**config.mk**
```make
export PLATFORM = sky130hd
export DESIGN_NAME = uart_cmd_decoder
export DESIGN_NICKNAME = d
export VERILOG_FILES = /design/src/rtl/uart_cmd_decoder.sv
export SDC_FILE = /design/constraint.sdc
export NUM_CORES = 1
export LEC_CHECK = 0
export CAP_MARGIN = 20
export CORE_MARGIN = 1
export CORE_UTILIZATION = 35
export DETAILED_ROUTE_END_ITERATION = 7
export PLACE_DENSITY = 0.67
export REMOVE_ABC_BUFFERS = 1
export SETUP_SLACK_MARGIN = 0.1
export SLEW_MARGIN = 0
export SYNTH_ARGS = -nofsm -noshare
export SYNTH_HDL_FRONTEND = slang
export SYNTH_SLANG_ARGS = --single-unit
```
**constraint.sdc**
```tcl
create_clock -name clk -period 6.6 [get_ports clk]
set_clock_uncertainty 0.15 [all_clocks]
set_input_delay 1.65 -clock clk [delete_from_list [all_inputs] [get_ports clk]]
set_output_delay 1.65 -clock clk [all_outputs]
set_load 0.01 [all_outputs]
```
**src/rtl/uart_cmd_decoder.sv**
```systemverilog
// ASCII command decoder between the UART RX FIFO and TX FIFO: optional echo,
// single-letter command pulses, "S" + two hex digits loads set_val, '?' on bad input.
module uart_cmd_decoder #(
    parameter bit         ECHO_EN  = 1'b1,
    parameter logic [7:0] ERR_CHAR = 8'h3F
) (
    input  logic       clk,
    input  logic       rst,
    input  logic       rx_empty,
    input  logic [7:0] rx_pop_data,
    output logic       rx_pop,
    input  logic       tx_full,
    output logic       tx_push,
    output logic [7:0] tx_push_data,
    output logic       cmd_run,
    output logic       cmd_clear,
    output logic       cmd_mode,
    output logic [7:0] set_val,
    output logic       set_valid,
    output logic       set_pending
);

    typedef enum logic [1:0] {IDLE, ECHO, DECODE, ERR} state_t;

    state_t     state_q, state_d;
    logic [7:0] ch_q, ch_d;
    logic [7:0] shadow_q, shadow_d;
    logic [7:0] set_val_q, set_val_d;
    logic       digit_q, digit_d;
    logic       pend_q, pend_d;
    logic       run_q, run_d;
    logic       clr_q, clr_d;
    logic       mode_q, mode_d;
    logic       sv_q, sv_d;

    logic       is_hex;
    logic [3:0] nib;
    logic [7:0] lc;
    logic       pop_c;

    // Letters differ from their upper case only in bit 5.
    assign lc = ch_q | 8'h20;

    always_comb begin
        is_hex = 1'b0;
        nib    = 4'h0;
        if (ch_q >= 8'h30 && ch_q <= 8'h39) begin
            is_hex = 1'b1;
            nib    = ch_q[3:0];
        end else if ((ch_q >= 8'h41 && ch_q <= 8'h46) ||
                     (ch_q >= 8'h61 && ch_q <= 8'h66)) begin
            is_hex = 1'b1;
            nib    = ch_q[3:0] + 4'd9;
        end
    end

    always_comb begin
        state_d      = state_q;
        ch_d         = ch_q;
        shadow_d     = shadow_q;
        set_val_d    = set_val_q;
        digit_d      = digit_q;
        pend_d       = pend_q;
        run_d        = 1'b0;
        clr_d        = 1'b0;
        mode_d       = 1'b0;
        sv_d         = 1'b0;
        pop_c        = 1'b0;
        tx_push      = 1'b0;
        tx_push_data = 8'h00;

        case (state_q)
            IDLE: begin
                if (!rx_empty) begin
                    pop_c   = 1'b1;
                    ch_d    = rx_pop_data;
                    state_d = ECHO_EN ? ECHO : DECODE;
                end
            end
            ECHO: begin
                if (!tx_full) begin
                    tx_push      = 1'b1;
                    tx_push_data = ch_q;
                    state_d      = DECODE;
                end
            end
            DECODE: begin
                state_d = IDLE;
                if (pend_q) begin
                    if (is_hex && !digit_q) begin
                        shadow_d = {shadow_q[3:0], nib};
                        digit_d  = 1'b1;
                    end else if (is_hex) begin
                        set_val_d = {shadow_q[3:0], nib};
                        sv_d      = 1'b1;
                        pend_d    = 1'b0;
                        digit_d   = 1'b0;
                    end else begin
                        pend_d   = 1'b0;
                        digit_d  = 1'b0;
                        shadow_d = 8'h00;
                        state_d  = ERR;
                    end
                end else if (ch_q == 8'h0D || ch_q == 8'h0A) begin
                    state_d = IDLE;
                end else if (lc == 8'h72) begin
                    run_d = 1'b1;
                end else if (lc == 8'h63) begin
                    clr_d = 1'b1;
                end else if (lc == 8'h6D) begin
                    mode_d = 1'b1;
                end else if (lc == 8'h73) begin
                    pend_d   = 1'b1;
                    digit_d  = 1'b0;
                    shadow_d = 8'h00;
                end else begin
                    state_d = ERR;
                end
            end
            ERR: begin
                if (!tx_full) begin
                    tx_push      = 1'b1;
                    tx_push_data = ERR_CHAR;
                    state_d      = IDLE;
                end
            end
            default: state_d = IDLE;
        endcase
    end

    // The pop strobe is combinational from IDLE, so gate it while reset is held.
    assign rx_pop = pop_c & ~rst;

    always_ff @(posedge clk or posedge rst) begin
        if (rst) begin
            state_q   <= IDLE;
            ch_q      <= 8'h00;
            shadow_q  <= 8'h00;
            set_val_q <= 8'h00;
            digit_q   <= 1'b0;
            pend_q    <= 1'b0;
            run_q     <= 1'b0;
            clr_q     <= 1'b0;
            mode_q    <= 1'b0;
            sv_q      <= 1'b0;
        end else begin
            state_q   <= state_d;
            ch_q      <= ch_d;
            shadow_q  <= shadow_d;
            set_val_q <= set_val_d;
            digit_q   <= digit_d;
            pend_q    <= pend_d;
            run_q     <= run_d;
            clr_q     <= clr_d;
            mode_q    <= mode_d;
            sv_q      <= sv_d;
        end
    end

    assign cmd_run     = run_q;
    assign cmd_clear   = clr_q;
    assign cmd_mode    = mode_q;
    assign set_val     = set_val_q;
    assign set_valid   = sv_q;
    assign set_pending = pend_q;

endmodule

```
==> metrics.txt, run 1 <==
number of global-route vias before repair approximately 1,100; Lkg Pwr around 0.87 nW; CTS sink count 28; Max FO, Critical Path 9; minimum hold slack between 0.3 and 0.4 ns; area enclosed by the die boundary 4520 µm²; post-cts hold buffer count 0; GP Congestion 0.797; compound-gate portion of the synthesized area 11.8%; pin count of the biggest net entering global routing 29; Worst Path Buf+Inv 2; sum of negative setup slack 0 ns; number of CTS-inserted buffers 3; multiplexer fraction of the synthesized cell area 10.5%; initial detailed-routing violation count 55; post-detailed-placement half-perimeter wirelength 2.22 mm; combinational family with the most area after synthesis simple AND/OR/NAND/NOR gates; top-level I/O count 35; Final #Nets 198; worst min-delay path category reg -> reg; Setup Fix Bufs, Post-CTS 0; min Tclk post-route 4.98 ns; post-synthesis cell area 1490 µm²; post-detailed-route DRC marker count 0; slew at the pin with the worst max-slew slack 0.612 ns; floorplan row count 23; number of antenna violations at the first check in global routing 0; count of port buffers added during placement 34; synthesized-area fraction occupied by and/or/nand/nor cells 21.7%; Critical Path RT approximately 4.8 ns; Avg WL per Cell 13.1 µm; Slew Limit Headroom 59.1%; largest area contributor in the synthesized netlist dfrtp_1; Starting Density a little under two fifths; y dimension of the die 67.3 µm; Max stage delay cell, worst path clkdlybuf4s50_1; CTS clk-pin slew, worst paths about 0.090 ns; detail-routed via count per cell 5.17; layout cells sized above 1 7.73%; area fraction of the dominant cell type after synthesis 47.0%; area grow syn2layout 32.9%; Chip Width 67.3 µm; CTS H-tree depth 1; total power density per cell area 326 nW/µm²; Distinct cells, synth 38; portion of the post-synthesis area used by sequential elements 47.0%; crit share post-route 75.5%; CTS tree built; critical path start-end classification in -> out; maximum capacitance violations 0; global-route wire length before repair between 5 and 6 mm; number of gates given a new drive strength after cts 0; total global routing overflow 0; Ys Warns 0; data arrival time of the critical path 3.18 ns; latest clock arrival within the worst-skew pair 0.28 ns; core region area between 4000 and 5000 µm²; number of vias after detailed routing 1,194; #FFs+latches synth 28; Fmax roughly 200 MHz; ant diodes 0; Pre-antenna DRT Iters 4; number of hold violations in the final report 0; delay of the slowest cell on the worst path 0.56 ns; synthesized area per cell 10.2 µm²; core utilization of the finished layout approximately 49%; total wire length after detailed routing 3.03 mm; maximum ir drop on the vdd rail 146 µV; parity-gate share of the synthesized area counting xor and xnor cells 0.588%; number of instances in the synthesized netlist 146; startpoint type of the worst setup path primary input; number of pins with negative max-slew slack in the final report 0; setup repair after global routing missed its margin no; status finished, final reports clean; count of filler cells inserted in the layout about 360; worst-path cell chain clkdlybuf4s50_1 -> nand2b_1 -> nor3b_1 -> clkdlybuf4s50_1; Bufs on Longest Clock Path 2; setup violation total in the final timing report 0; antenna-violating nets left 0; GRT Overall Usage 15.2%; Critical Path Sink Type primary output; largest cells by area after synthesis dfrtp_1 47%, nor2_1 4.3%, mux2_4 4.0%; adder-cell share of the synthesized area 3.36%; dominant cell type by count on the critical path clkdlybuf4s50_1; cell family with the largest share of critical-path delay buffers and inverters; cell chosen for the clock root clkbuf_8
==> worst paths after layout <==
path	from	endpoint	slack, ns	cells past startpoint
setup / recovery	tx_full	tx_push_data[7]	1.62	4
hold / removal	shadow_q[0]	set_val[4]	0.36	1
setup reg to reg	ch_q[0]	set_val[4]	4.14	6
hold reg to reg	shadow_q[0]	set_val[4]	0.36	1
max in group asynchronous	rst	set_val[0]	4.19	3
min in group asynchronous	rst	ch_q[6]	1.62	2
==> cell families after synthesis <==
logic type | Yosys count
AOI/OAI and AO/OA | 25
xor gates and xnor gates | 1
adders and majority gates | 4
buffers and inverters | 20
DFF | 28
muxes | 13
and+or+nand+nor | 55
==> per-layer routing <==
| metal | vias to the layer above | wire length [µm] | global-route usage (%) |
|---|---|---|---|
| li1 | 585 | - | - |
| met1 | 576 | 1430 | 18.7 |
| met2 | 28 | 1470 | 26.8 |
| met3 | 5 | 94 | 2.53 |
| met4 | 0 | 39 | 4.79 |
| met5 | - | 0 | 0 |
==> cell usage in the layout, fill, tap and decap left out, types with 2 or more instances in the layout <==
cell type,count
clkdlybuf4s50_1,34
dfrtp_1,28
nor2_1,17
inv_1,14
nand2_1,7
a21oi_1,6
nand3_1,5
mux2_1,5
o21ai_1,4
mux2i_1,4
mux2_4,4
nand2b_1,4
nor4_1,4
o22ai_1,4
ha_1,4
nor3_1,3
nor3b_1,3
clkbuf_8,3
nand4bb_1,2
nand3b_1,2
a211o_1,2
o211ai_1,2
and4b_1,2
==> layout make-up <==
cell class | instances | area (µm²) | share of cell area [%]
inverters | 15 | 56.3 | 2.84
multi-input cells | 98 | 714 | 36.1
well taps | 50 | 62.6 | 3.16
clock inverters | 1 | 30.0 | 1.52
clock buffers | 3 | 41.3 | 2.08
repair buffers | 36 | 375 | 19.0
flip-flops and latches | 28 | 701 | 35.4
==> power by group <==
group	switching [W]	internal (W)
Combinational	0.000115	0.000121
Clock	0.0000533	0.0000813
Sequential	0.0000715	0.000204
Total	0.000240	0.000406
==> Yosys cell counts, drive strengths merged <==
library cell / count
dfrtp: 28
nor2: 17
inv: 15
mux2: 9
nand2: 7
a21oi: 6
nand3: 5
o21ai: 5
clkbuf: 4
ha: 4
mux2i: 4
nand2b: 4
nor3: 4
nor4: 4
o22ai: 4
nor3b: 3
a211o: 2
and4b: 2
nand3b: 2
nand4bb: 2
o211ai: 2
or4b: 2
a211oi: 1
a21bo: 1
a22oi: 1
and3: 1
buf: 1
nor4bb: 1
o21bai: 1
o311ai: 1
o41a: 1
or3: 1
xnor2: 1
==> registers in the layout, summed over array words and instances, names as in the netlist <==
register     count
ch_q             8
set_val          8
shadow_q         4
state_q          2
cmd_clear        1
cmd_mode         1
cmd_run          1
digit_q          1
set_pending      1
set_valid        1
==> through the flow <==
step                cells  instance area [µm²]  power, W  setup WS (ns)
CTS                   230                 1950  0.000650           1.59
finish                231                 1980  0.000647           1.62
global route          231                 1980  0.000699           1.51
detailed placement    226                 1880  0.000512           1.62
floorplan             141                 1470  0.000418           2.57
global placement      226                 1880  0.000504           1.62
(Power assumes the default switching activity.)
==> inputs of run 2 (changes only) <==
==> constraint.sdc (replaced) <==
create_clock -name clk -period 4.8 [get_ports clk]
set_clock_uncertainty 0.15 [all_clocks]
set_input_delay 1.2 -clock clk [delete_from_list [all_inputs] [get_ports clk]]
set_output_delay 1.2 -clock clk [all_outputs]
set_load 0.01 [all_outputs]
==> metrics.txt, run 2 (synthesis gave the netlist of run 1 again) <==
status finished, final reports clean; area grow syn2layout 32.9% (unchanged); delay of the slowest cell on the worst path 0.56 ns (about the same); CTS tree built; number of vias after detailed routing 1,190 (-0.34%); most used cells in the layout excluding fill and tap cells 34 x clkdlybuf4s50_1, 28 x dfrtp_1, 17 x nor2_1, 14 x inv_1, 7 x nand2_1; maximum capacitance violations 0 (unchanged); dominant cell type by count on the critical path clkdlybuf4s50_1; count of port buffers added during placement 34 (unchanged); CTS sink count 28 (unchanged); number of hold violations in the final report 0 (unchanged); worst reg-to-reg setup slack 2.38 ns (-1.76 ns); critical path start-end classification in -> out; crit share post-route 85.3%; Max stage delay cell, worst path clkdlybuf4s50_1; number of antenna violations at the first check in global routing 0 (unchanged); number of gates given a new drive strength after cts 0 (unchanged); total power density per cell area 448 nW/µm² (+37%); initial detailed-routing violation count 17 (-69%); GP Congestion 0.797 (about the same); number of global-route vias before repair 1,192 (+4.7%); layout cells sized above 1 7.73% (unchanged); pin count of the biggest net entering global routing 29 (unchanged); CTS clk-pin slew, worst paths 0.10 ns (about the same); Max FO, Critical Path 9 (unchanged); Fmax 244 MHz; post-detailed-route DRC marker count 0 (unchanged); worst-path cell chain clkdlybuf4s50_1 -> nand2b_1 -> nor3b_1 -> clkdlybuf4s50_1; Avg WL per Cell 13.0 µm (-0.69%); latest clock arrival within the worst-skew pair 0.28 ns (about the same); overall power consumption 0.000887 W (+37%); startpoint type of the worst setup path primary input; worst min-delay path category reg -> reg; total global routing overflow 0 (unchanged); detail-routed via count per cell 5.15 (-0.34%); end of the worst hold path set_val[5]; data arrival time of the critical path 2.74 ns (-0.44 ns); Starting Density 36.7% (unchanged); Chip Width 67.3 µm (unchanged); maximum ir drop on the vdd rail 245 µV (+68%); count of cells along the worst hold path 1 (unchanged); cell chosen for the clock root clkbuf_8; area enclosed by the die boundary 4520 µm² (unchanged); ant diodes 0 (unchanged); GRT Overall Usage 15.4% (+0.23 points); global-route wire length before repair 5.31 mm (+2.5%); Lkg Pwr 0.873 nW (unchanged); Final #Nets 198 (unchanged); setup repair after global routing missed its margin no; top-level I/O count 35 (unchanged); Critical Path Sink Type primary output; minimum hold slack 0.361 ns (+0.000997 ns); commonest non-fill, non-tap cell in the layout clkdlybuf4s50_1; Slew Limit Headroom 60.3% (+1.1 points); slew at the pin with the worst max-slew slack 0.596 ns (-0.0159 ns); sum of negative setup slack 0 ns (unchanged); Setup Fix Bufs, Post-CTS 0 (unchanged); Worst R2R End set_val[4]; Pre-antenna DRT Iters 4 (unchanged); worst reg2reg path startpoint ch_q[0]; antenna-violating nets left 0 (unchanged); post-cts hold buffer count 0 (unchanged); setup violation total in the final timing report 0 (unchanged); worst-case reg-to-reg path depth 6 (unchanged); post-detailed-placement half-perimeter wirelength 2.21 mm (-0.65%); Bufs on Longest Clock Path 2 (unchanged); Critical Path RT 3.45 ns (-1.35 ns); number of pins with negative max-slew slack in the final report 0 (unchanged); origin of the worst min-delay path shadow_q[1]; y dimension of the die 67.3 µm (unchanged); CTS H-tree depth 1 (unchanged); total wire length after detailed routing 3.01 mm (-0.69%); core region area 4060 µm² (unchanged); min Tclk post-route 4.09 ns; floorplan row count 23 (unchanged); number of CTS-inserted buffers 3 (unchanged)
==> run 2: cell counts in the layout (fill, tap and decap cells not counted) <==
No cell type changed its count.
==> run 2: critical path, delay by kind of cell <==
family	cells	cell delay, ns
buf+inv	2	1.01
simple gates	2	0.53
==> run 2: how the worst max path moves through the flow <==
stage               cells past startpoint              end  startpoint  slack (ns)
floorplan                               2  tx_push_data[6]     tx_full        1.67
global placement                        4  tx_push_data[6]     tx_full        0.72
CTS                                     4  tx_push_data[6]     tx_full        0.69
global route                            4  tx_push_data[7]     tx_full        0.63
detailed placement                      4  tx_push_data[6]     tx_full        0.72
finish                                  4  tx_push_data[7]     tx_full        0.71
==> run 2: area by class of cell <==
cell class	count	area, µm²
clock inverter	1	30.0
inverter	15	56.3
sequential	28	701
fill	360	2080
timing repair buffer	36	375
tap	50	62.6
multi-input combinational	98	714
clock buffer	3	41.3
==> run 2: power breakdown <==
group	leakage, nW	internal [W]	switching (W)
Sequential	0.371	0.000280	0.0000976
Combinational	0.466	0.000167	0.000157
Clock	0.0357	0.000112	0.0000736
==> run 2: routing by layer <==
layer	global-route usage, %	vias up	part of all wire (%)
met5	0	-	0
met4	6.12	0	1.4
met3	2.53	5	3.0
met2	26.6	28	49
met1	18.9	572	47
li1	-	585	-
==> run 2: metrics by stage <==
step | cells | util [%] | instance area, µm² | setup WS, ns
2_1_floorplan | 141 | - | 1470 | 1.67
3_3_place_gp | 226 | 46.4 | 1880 | 0.724
3_5_place_dp | 226 | 46.4 | 1880 | 0.722
4_1_cts | 230 | 48.1 | 1950 | 0.695
5_1_grt | 231 | 48.8 | 1980 | 0.631
6_report | 231 | 48.8 | 1980 | 0.706
